===== config.mk =====
export PLATFORM = sky130hd
export DESIGN_NAME = rf_result_reader
export DESIGN_NICKNAME = d
export VERILOG_FILES = /design/src/rtl/rf_result_reader.sv
export SDC_FILE = /design/constraint.sdc
export NUM_CORES = 1
export LEC_CHECK = 0
export ABC_AREA = 1
export ABC_CLOCK_PERIOD_IN_PS = 6200
export BUFFER_PORTS_ARGS = -buffer_cell sky130_fd_sc_hd__buf_2
export CAP_MARGIN = 20
export CORE_UTILIZATION = 45
export DETAILED_ROUTE_END_ITERATION = 6
export PLACE_DENSITY = 0.68
export RECOVER_POWER = 25
export SETUP_SLACK_MARGIN = 0.05
export SYNTH_ARGS = -nofsm -noshare
export SYNTH_HDL_FRONTEND = slang
export SYNTH_SLANG_ARGS = --single-unit
export TNS_END_PERCENT = 50

===== constraint.sdc =====
create_clock -name clk -period 6.2 [get_ports clk]
set_clock_uncertainty 0.05 [all_clocks]
set_input_delay 0.31 -clock clk [delete_from_list [all_inputs] [get_ports clk]]
set_output_delay 0.31 -clock clk [all_outputs]
set_load 0.05 [all_outputs]

===== src/rtl/rf_result_reader.sv =====
// Result reader for the random-forest accumulator: pops one sample's votes or regression
// sum, reduces it to a single result (argmax label or averaged sum), and hands it downstream.
module rf_result_reader #(
  parameter int FIFO_WIDTH = 16,
  parameter int N_LABELS   = 4,
  parameter int LABEL_W    = $clog2(N_LABELS),
  parameter int RGS_SHIFT  = 2
) (
  input  logic                             clk,
  input  logic                             rst_n,
  input  logic                             i_is_clf,
  input  logic                             i_flush,
  output logic [N_LABELS-1:0]              o_clf_fifo_pop,
  input  logic [N_LABELS*FIFO_WIDTH-1:0]   i_clf_fifo_front,
  input  logic [N_LABELS-1:0]              i_clf_fifo_vld,
  input  logic [N_LABELS-1:0]              i_clf_fifo_is_empty,
  output logic                             o_rgs_fifo_pop,
  input  logic [FIFO_WIDTH-1:0]            i_rgs_fifo_front,
  input  logic                             i_rgs_fifo_vld,
  input  logic                             i_rgs_fifo_is_empty,
  output logic                             o_res_vld,
  input  logic                             i_res_rdy,
  output logic                             o_res_is_clf,
  output logic [LABEL_W-1:0]               o_res_label,
  output logic [FIFO_WIDTH-1:0]            o_res_value,
  output logic                             o_busy
);

  // Result handshake: a result transfers on a cycle with o_res_vld=1 and i_res_rdy=1;
  // while o_res_vld=1 and i_res_rdy=0 every o_res_* output holds its value.
  typedef enum logic [1:0] {IDLE, CAPTURE, SCAN, OUT} state_t;

  state_t                 state;
  logic                   mode_clf;
  logic [N_LABELS-1:0]    clf_cap;
  logic [FIFO_WIDTH-1:0]  cnt_q [N_LABELS];
  logic [LABEL_W-1:0]     scan_idx;
  logic [LABEL_W-1:0]     best_idx;
  logic [FIFO_WIDTH-1:0]  best_val;

  logic                   start_clf;
  logic                   start_rgs;
  logic [N_LABELS-1:0]    clf_take;
  logic                   clf_all;
  logic                   scan_last;
  logic [FIFO_WIDTH-1:0]  scan_cur;
  logic [FIFO_WIDTH-1:0]  nxt_best_val;
  logic [LABEL_W-1:0]     nxt_best_idx;
  logic signed [FIFO_WIDTH-1:0] rgs_shifted;

  // A pop only fires when every source of the selected mode has data, so labels never pop partially.
  assign start_clf = (state == IDLE) && !i_flush && i_is_clf && !(|i_clf_fifo_is_empty);
  assign start_rgs = (state == IDLE) && !i_flush && !i_is_clf && !i_rgs_fifo_is_empty;

  assign o_clf_fifo_pop = {N_LABELS{start_clf}};
  assign o_rgs_fifo_pop = start_rgs;
  assign o_busy         = (state != IDLE);

  assign clf_take    = i_clf_fifo_vld & ~clf_cap;
  assign clf_all     = &(clf_cap | i_clf_fifo_vld);
  assign scan_last   = (scan_idx == LABEL_W'(N_LABELS - 1));
  assign scan_cur    = cnt_q[scan_idx];
  assign rgs_shifted = $signed(i_rgs_fifo_front) >>> RGS_SHIFT;

  // Strict greater-than keeps the lowest index on ties.
  always_comb begin
    nxt_best_val = best_val;
    nxt_best_idx = best_idx;
    if (scan_idx == '0 || scan_cur > best_val) begin
      nxt_best_val = scan_cur;
      nxt_best_idx = scan_idx;
    end
  end

  always_ff @(posedge clk or negedge rst_n) begin
    if (!rst_n) begin
      state        <= IDLE;
      mode_clf     <= 1'b0;
      clf_cap      <= '0;
      scan_idx     <= '0;
      best_idx     <= '0;
      best_val     <= '0;
      for (int k = 0; k < N_LABELS; k++) cnt_q[k] <= '0;
      o_res_vld    <= 1'b0;
      o_res_is_clf <= 1'b0;
      o_res_label  <= '0;
      o_res_value  <= '0;
    end else if (i_flush) begin
      state     <= IDLE;
      clf_cap   <= '0;
      scan_idx  <= '0;
      best_idx  <= '0;
      best_val  <= '0;
      o_res_vld <= 1'b0;
    end else begin
      case (state)
        IDLE: begin
          if (start_clf || start_rgs) begin
            state    <= CAPTURE;
            mode_clf <= start_clf;
            clf_cap  <= '0;
          end
        end
        CAPTURE: begin
          if (mode_clf) begin
            for (int k = 0; k < N_LABELS; k++) begin
              if (clf_take[k]) cnt_q[k] <= i_clf_fifo_front[k*FIFO_WIDTH +: FIFO_WIDTH];
            end
            clf_cap <= clf_cap | i_clf_fifo_vld;
            if (clf_all) begin
              state    <= SCAN;
              scan_idx <= '0;
            end
          end else if (i_rgs_fifo_vld) begin
            state        <= OUT;
            o_res_vld    <= 1'b1;
            o_res_is_clf <= 1'b0;
            o_res_label  <= '0;
            o_res_value  <= rgs_shifted;
          end
        end
        SCAN: begin
          best_val <= nxt_best_val;
          best_idx <= nxt_best_idx;
          scan_idx <= scan_idx + LABEL_W'(1);
          if (scan_last) begin
            state        <= OUT;
            o_res_vld    <= 1'b1;
            o_res_is_clf <= 1'b1;
            o_res_label  <= nxt_best_idx;
            o_res_value  <= nxt_best_val;
          end
        end
        OUT: begin
          if (i_res_rdy) begin
            state     <= IDLE;
            o_res_vld <= 1'b0;
          end
        end
        default: state <= IDLE;
      endcase
    end
  end

endmodule


[After elaboration in Yosys (flattened, before gate mapping)]
Index checks and enable logic that the tools add are counted.
Operators by class
  add/subtract/negate cells: 1
  multipliers: 0
  div/mod/pow operators: 0
  $lt $le $gt $ge: 2
  equal/unequal tests: 16
  shifts and indexed selects: 0
  muxes and demuxes: 42
  bitwise gates (word level): 5
  reductions and logical operators: 31
Operator list (number)
  16-bit 2-to-1 mux: 8
  16-bit binary-select mux with 2-bit select: 1
  2-bit 2-to-1 mux: 16
  16-bit case mux with 2 select lines: 1
  4-bit AND reduction: 5
  3-bit inequality test (second input constant): 6
  16-bit greater-than comparator: 1
  5-bit AND reduction: 3
  4-bit 2-to-1 mux: 3
  3-bit AND reduction: 3
  4-bit inequality test (second input constant): 2
  2-bit case mux with 2 select lines: 2
  2-bit case mux with 4 select lines: 1
  4-bit case mux with 2 select lines: 1
  1-bit 2-to-1 mux: 7
  2-bit == test (second input constant): 3
  2-bit inequality test (second input constant): 3
  2-bit nonzero test: 3
  3-bit nonzero test: 2
  1-bit logical AND: 5
  4-bit AND: 1
  1-bit zero test: 4
  2-bit zero test: 2
  4-bit NOT: 1
  12 further kinds: 13
Storage, ports and cells
  flip-flop bits (word level): 111
  latch bits: 0
  RAM bits: 0
  ROM bits: 0
  input port bits: 95
  output and inout port bits: 26
  memories kept: 0

[Longest topological paths before layout]
  depth after elaboration: 9
  gate-level depth with buffers: 22
  mapped depth without buffers: 18

[Worst setup path before layout]
No wires, ideal clock.
  path kind: register to register
  start: register state[0]
  end: register state[0]
  setup time: 0.127 ns
  arrival time: 2.426 ns
  data required time: 6.023 ns
  path slack: 3.596 ns
  cell stages (with the launch flop): 10
  period minus slack after synthesis: 2.604 ns
  cell sequence: dfrtp_1 inv_1 ha_1 nand2_2 nor3_1 nor2_1 nand2_1 o2111ai_2 o21ai_0 o21ai_1
Between the ends
  longest elaborated chain between the ends: 7
  elaborated cells on any way between the ends: 18
  those cells by class: eq/ne: 8; mux: 2; reduce/logical: 8
RTL lines
  start: declaration: RTL line 33  | state_t state;
  start signal: assignment: RTL line 77  | state <= IDLE;
  start signal: assignment: RTL line 89  | state <= IDLE;
  start signal: assignment: RTL line 99  | state <= CAPTURE;
  2-bit zero test: RTL line 53  | assign start_rgs = (state == IDLE) && !i_flush && !i_is_clf && !i_rgs_fifo_is_empty;
  1-bit logical AND (3 in a row): RTL line 53
  net o_rgs_fifo_pop: RTL line 17  | output logic o_rgs_fifo_pop,
  1-bit logical OR: RTL line 98  | if (start_clf || start_rgs) begin
  3-bit by 2-bit inequality test with 1-bit output (no line)
  5-bit AND reduction (no line)
The timed path passes the listed nets, and every way through them passes these cells.
A chain may end at the register's enable or synchronous reset.

[Worst setup path in the final report]
  start: register state[0]
  end: register o_res_label[1]
Between the ends
  longest elaborated chain between the ends: 3
  elaborated cells on any way between the ends: 8
  those cells by class: eq/ne: 5; mux: 1; reduce/logical: 2
RTL lines
  2-bit == test / 2-bit by 1-bit == test with 1-bit output (equally long branches): RTL line 96  | case (state)
  2-bit inequality test (no line) / 2-bit nonzero test (equally long branches)
  5-bit AND reduction (no line)
  end signal: assignment: RTL line 130  | o_res_label <= nxt_best_idx;
  end: declaration: RTL line 24  | output logic [LABEL_W-1:0] o_res_label,
Parallel ways exist; a longest one is shown, timed or not.

==> metrics.md <==
| Metric | Value |
|---|---|
| Die width | between 100 and 150 um |
| DR WL/cell | 14.9 um |
| Sequential area share after synthesis | a little under half |
| Placed inst area | about 6600 um2 |
| Top cell type by total area after synthesis | dfrtp_1 |
| Worst-Skew Late Latency | between 300 and 400 ps |
| Die footprint | between 10000 and 15000 um2 |
| Combinational power share | 48.3% |
| Post-CTS setup buffers | 0 |
| Post-DP HPWL | just over 10000 um |
| Share of cells above drive strength 1 | about a quarter |
| Syn Inst Count | approximately 660 |
| Drt first pass iters | 4 |
| Seq cells post-synth | 111 |
| Top Ports | 121 |
| Vias | 4781 |
| Largest stage delay, worst path | just under 900 ps |
| Top cells by area, synth | dfrtp_1 (47%), mux2_2 (7.6%), nand2_1 (7.4%), a21oi_1 (5.9%), inv_1 (5.4%) |
| Status | finished with violations |
| Worst path cell trace | inv_1, ha_1, inv_1, nor2_1, nor2_1, nand2_2, clkinv_1, nand2_1, o21ai_1 |
| Mapped cell area | ~6000 um2 |
| Worst r2r src | state[0]$_DFFE_PN0P_ |
| H-tree levels | 3 |
| Violated checks | max-capacitance violations, max-slew violations |
| Hold Path Depth | 3 |
| Final Hold Viols | 0 |
| Async SR Flop Fraction | 100% |
| Slowest stage cell, crit path | ha_1 |
| Min-delay src | i_clf_fifo_front[14] |
| Std-Cell Core Area | roughly 13000 um2 |
| Most used DFF post-synth | dfrtp_1 |
| Reg2reg end | o_res_label[1]$_DFFE_PN0P_ |
| Setup crit start kind | flip-flop |
| Vias in the first global route | between 4k and 5k |
| DRT antenna net count | 0 |
| First-pass GRT wire length | 22300 um |
| Placement Rows | 41 |
| Initial antenna violation count | 0 |
| Maximum clock path buffer count | 2 |
| Yosys warns | 0 |
| Required @ worst endpoint | roughly 6400 ps |
| Hold path endpoint | cnt_q[62]$_DFFE_PN0P_ |
| Setup violations, final | 0 |
| CP Max Fanout | 32 |
| Leakage | between 3 and 4 nW |
| RSZ-0062 raised after global routing | false |
| Synth cell types | 33 |
| CTS root buf | clkbuf_16 |
| Switch share | between 40% and 50% |
| Inserted Diodes | 0 |
| Design Area, Final | between 6000 and 7000 um2 |
| Final worst-path cycle share | between 60% and 70% |
| Grt ovf | 0 |
| Post-Route WL | 13900 um |
| Int Pwr | 0.00182 W |
| Max VDD drop | 0.232 mV |
| Drt drc | 0 |
| Actual slew at the worst max-slew pin | approximately 2600 ps |
| EDFF count, synth | 0 |
| CTS tree | yes |
| CP Class | reg -> reg |
| Synth Net Count | roughly 780 |
| Starting Density | 46.7% |
| Clk pwr share | roughly 17% |
| Max-slew violations | 47 |
| PD cells | 482 nW/um2 |
| Path type of the worst min-delay path | in -> reg |
| Resized Gates After CTS | 0 |
| Num Clock Sinks | about 110 |
| Max Fclk | 259 MHz |
| Max-cap violations | 1 |
| Clk pin slew, worst setup/hold paths | 70 ps |
| Largest net degree at the start of global routing | 67 |
| Setup_tns | 0 ps |
| Max-slew headroom | -73.2% |
| CTS Buf Count | 9 |
| Worst Path Arrival | about 4000 ps |
| Share of the synthesized area in the top cell type | 46.6% |
| Worst r2r path cells | 9 |
| Port bufs | about 120 |
| Die H | about 120 um |
| Layout area overhead | 14.7% |
| Placer congestion estimate | approximately 0.86 |
| Total GRT Usage | approximately 22% |
| R2r setup slk | 2330 ps |
| Mapped Avg Cell Area | roughly 9 um2 |
| DRT iter0 DRCs | approximately 240 |
| Crit. End Element | flip-flop |
| Reported net switching power | approximately 0.0015 W |
| Shortest period the worst path allows | around 3900 ps |
| Final #Nets | about 900 |
| Sequential share of power | a little over a third |
| Vias per inst | approximately 5.1 |
==> flip-flops by register name, indices dropped and copies added, names as in the netlist <==
signal        flops
mode_clf          1
o_res_label       2
best_val         16
o_res_vld         1
o_res_value      16
o_res_is_clf      1
cnt_q            64
clf_cap           4
scan_idx          2
state             2
best_idx          2
==> critical path: cells and delay by family, from the launching register on <==
family	cells	cell delay [ps]
buf+inv	3	1390
simple gates	4	910
fa+ha+maj	1	880
flops	1	420
compound gates	1	90
==> how the worst max path moves through the flow <==
stage / from / endpoint / slack [ps] / cells past startpoint
2_1_floorplan: state[0]$_DFFE_PN0P_ / state[0]$_DFFE_PN0P_ / 3600 / 9
3_3_place_gp: state[0]$_DFFE_PN0P_ / o_res_label[1]$_DFFE_PN0P_ / 2460 / 9
3_5_place_dp: state[0]$_DFFE_PN0P_ / o_res_label[1]$_DFFE_PN0P_ / 2320 / 9
4_1_cts: state[0]$_DFFE_PN0P_ / o_res_label[1]$_DFFE_PN0P_ / 2310 / 9
5_1_grt: state[0]$_DFFE_PN0P_ / o_res_label[1]$_DFFE_PN0P_ / 1990 / 9
6_report: state[0]$_DFFE_PN0P_ / o_res_label[1]$_DFFE_PN0P_ / 2330 / 9
==> cell usage in the layout (no fill, tap or decap), types with 2 or more instances in the layout <==
cell type    n
nand2_1    118
dfrtp_1    111
buf_2      100
inv_1       86
a21oi_1     70
nor2_1      44
mux2_2      40
o21ai_0     30
nand3_1     26
ha_1        22
clkbuf_1    20
nand3_2     16
a32oi_1     15
clkbuf_16    9
o21ai_1      7
mux2_1       7
nand2_2      6
or2_2        4
clkinv_1     3
nor2_4       3
inv_2        2
nor3_1       2
nor2_2       2
nand4_1      2
nand2_4      2
nor2_8       2
buf_4        2
==> cells in the mapped netlist (all sizes together), types with 4 or more instances <==
cell type,n
o21ai,37
a21oi,70
nand2,126
ha,22
nor2,51
inv,89
or2,4
a32oi,15
mux2,47
clkbuf,8
dfrtp,111
nand3,42
buf,25
==> power groups by stage <==
| stage | logic, W | registers [W] | clock network [W] |
|---|---|---|---|
| 3_3_place_gp | 0.00157 | 0.00115 | 0 |
| 6_report | 0.00159 | 0.00116 | 0.000543 |
| 4_1_cts | 0.00162 | 0.00116 | 0.000560 |
| 3_5_place_dp | 0.00161 | 0.00117 | 0 |
| 2_1_floorplan | 0.00108 | 0.00133 | 0 |
| 5_1_grt | 0.00179 | 0.00119 | 0.000589 |
==> what timing repair did <==
item | CTS | global route
hold buffers | 1 | 0
setup endpoints to repair | 0 | 0
hold endpoints to repair | 45 | 0
==> cells by family (layout without fill, tap and decap cells) <==
kind of cell	count (synthesis)	in the layout	share of synthesized area, %
flops	111	111	46.6
compound gates	126	126	11.8
mux	47	47	8.88
simple gates	228	228	18.5
buf+inv	125	230	9.55
fa+ha+maj	22	22	4.62
==> per-stage QoR <==
step / std cells / utilization, % / worst slack, ps / hold slack (ps) / total power [W]
finish: 936 / 53.5 / 2330 / 112 / 0.00329
floorplan: 659 / - / 3600 / -35.6 / 0.00241
global placement: 918 / 51.4 / 2460 / 305 / 0.00272
detailed placement: 918 / 51.4 / 2320 / 317 / 0.00278
CTS: 935 / 53.6 / 2310 / 102 / 0.00334
global route: 936 / 53.5 / 1990 / 106 / 0.00357
==> final cells by class <==
cell class                      count  area, um2
Multi-Input combinational cell    423       2610
Fill cell                        1200       5940
Timing Repair Buffer              122        608
Inverter                           92        348
Clock inverter                      5       41.3
Tap cell                          172        215
Sequential cell                   111       2780
Clock buffer                       11        233
==> routing by layer <==
layer,global-route usage (%),part of all wire [%],up-vias
li1,-,-,2351
met1,28.5,45,2292
met2,35.0,46,125
met3,6.13,6.9,13
met4,6.24,1.6,0
met5,0,0,-
No activity file was read; power rests on OpenSTA's default activity.
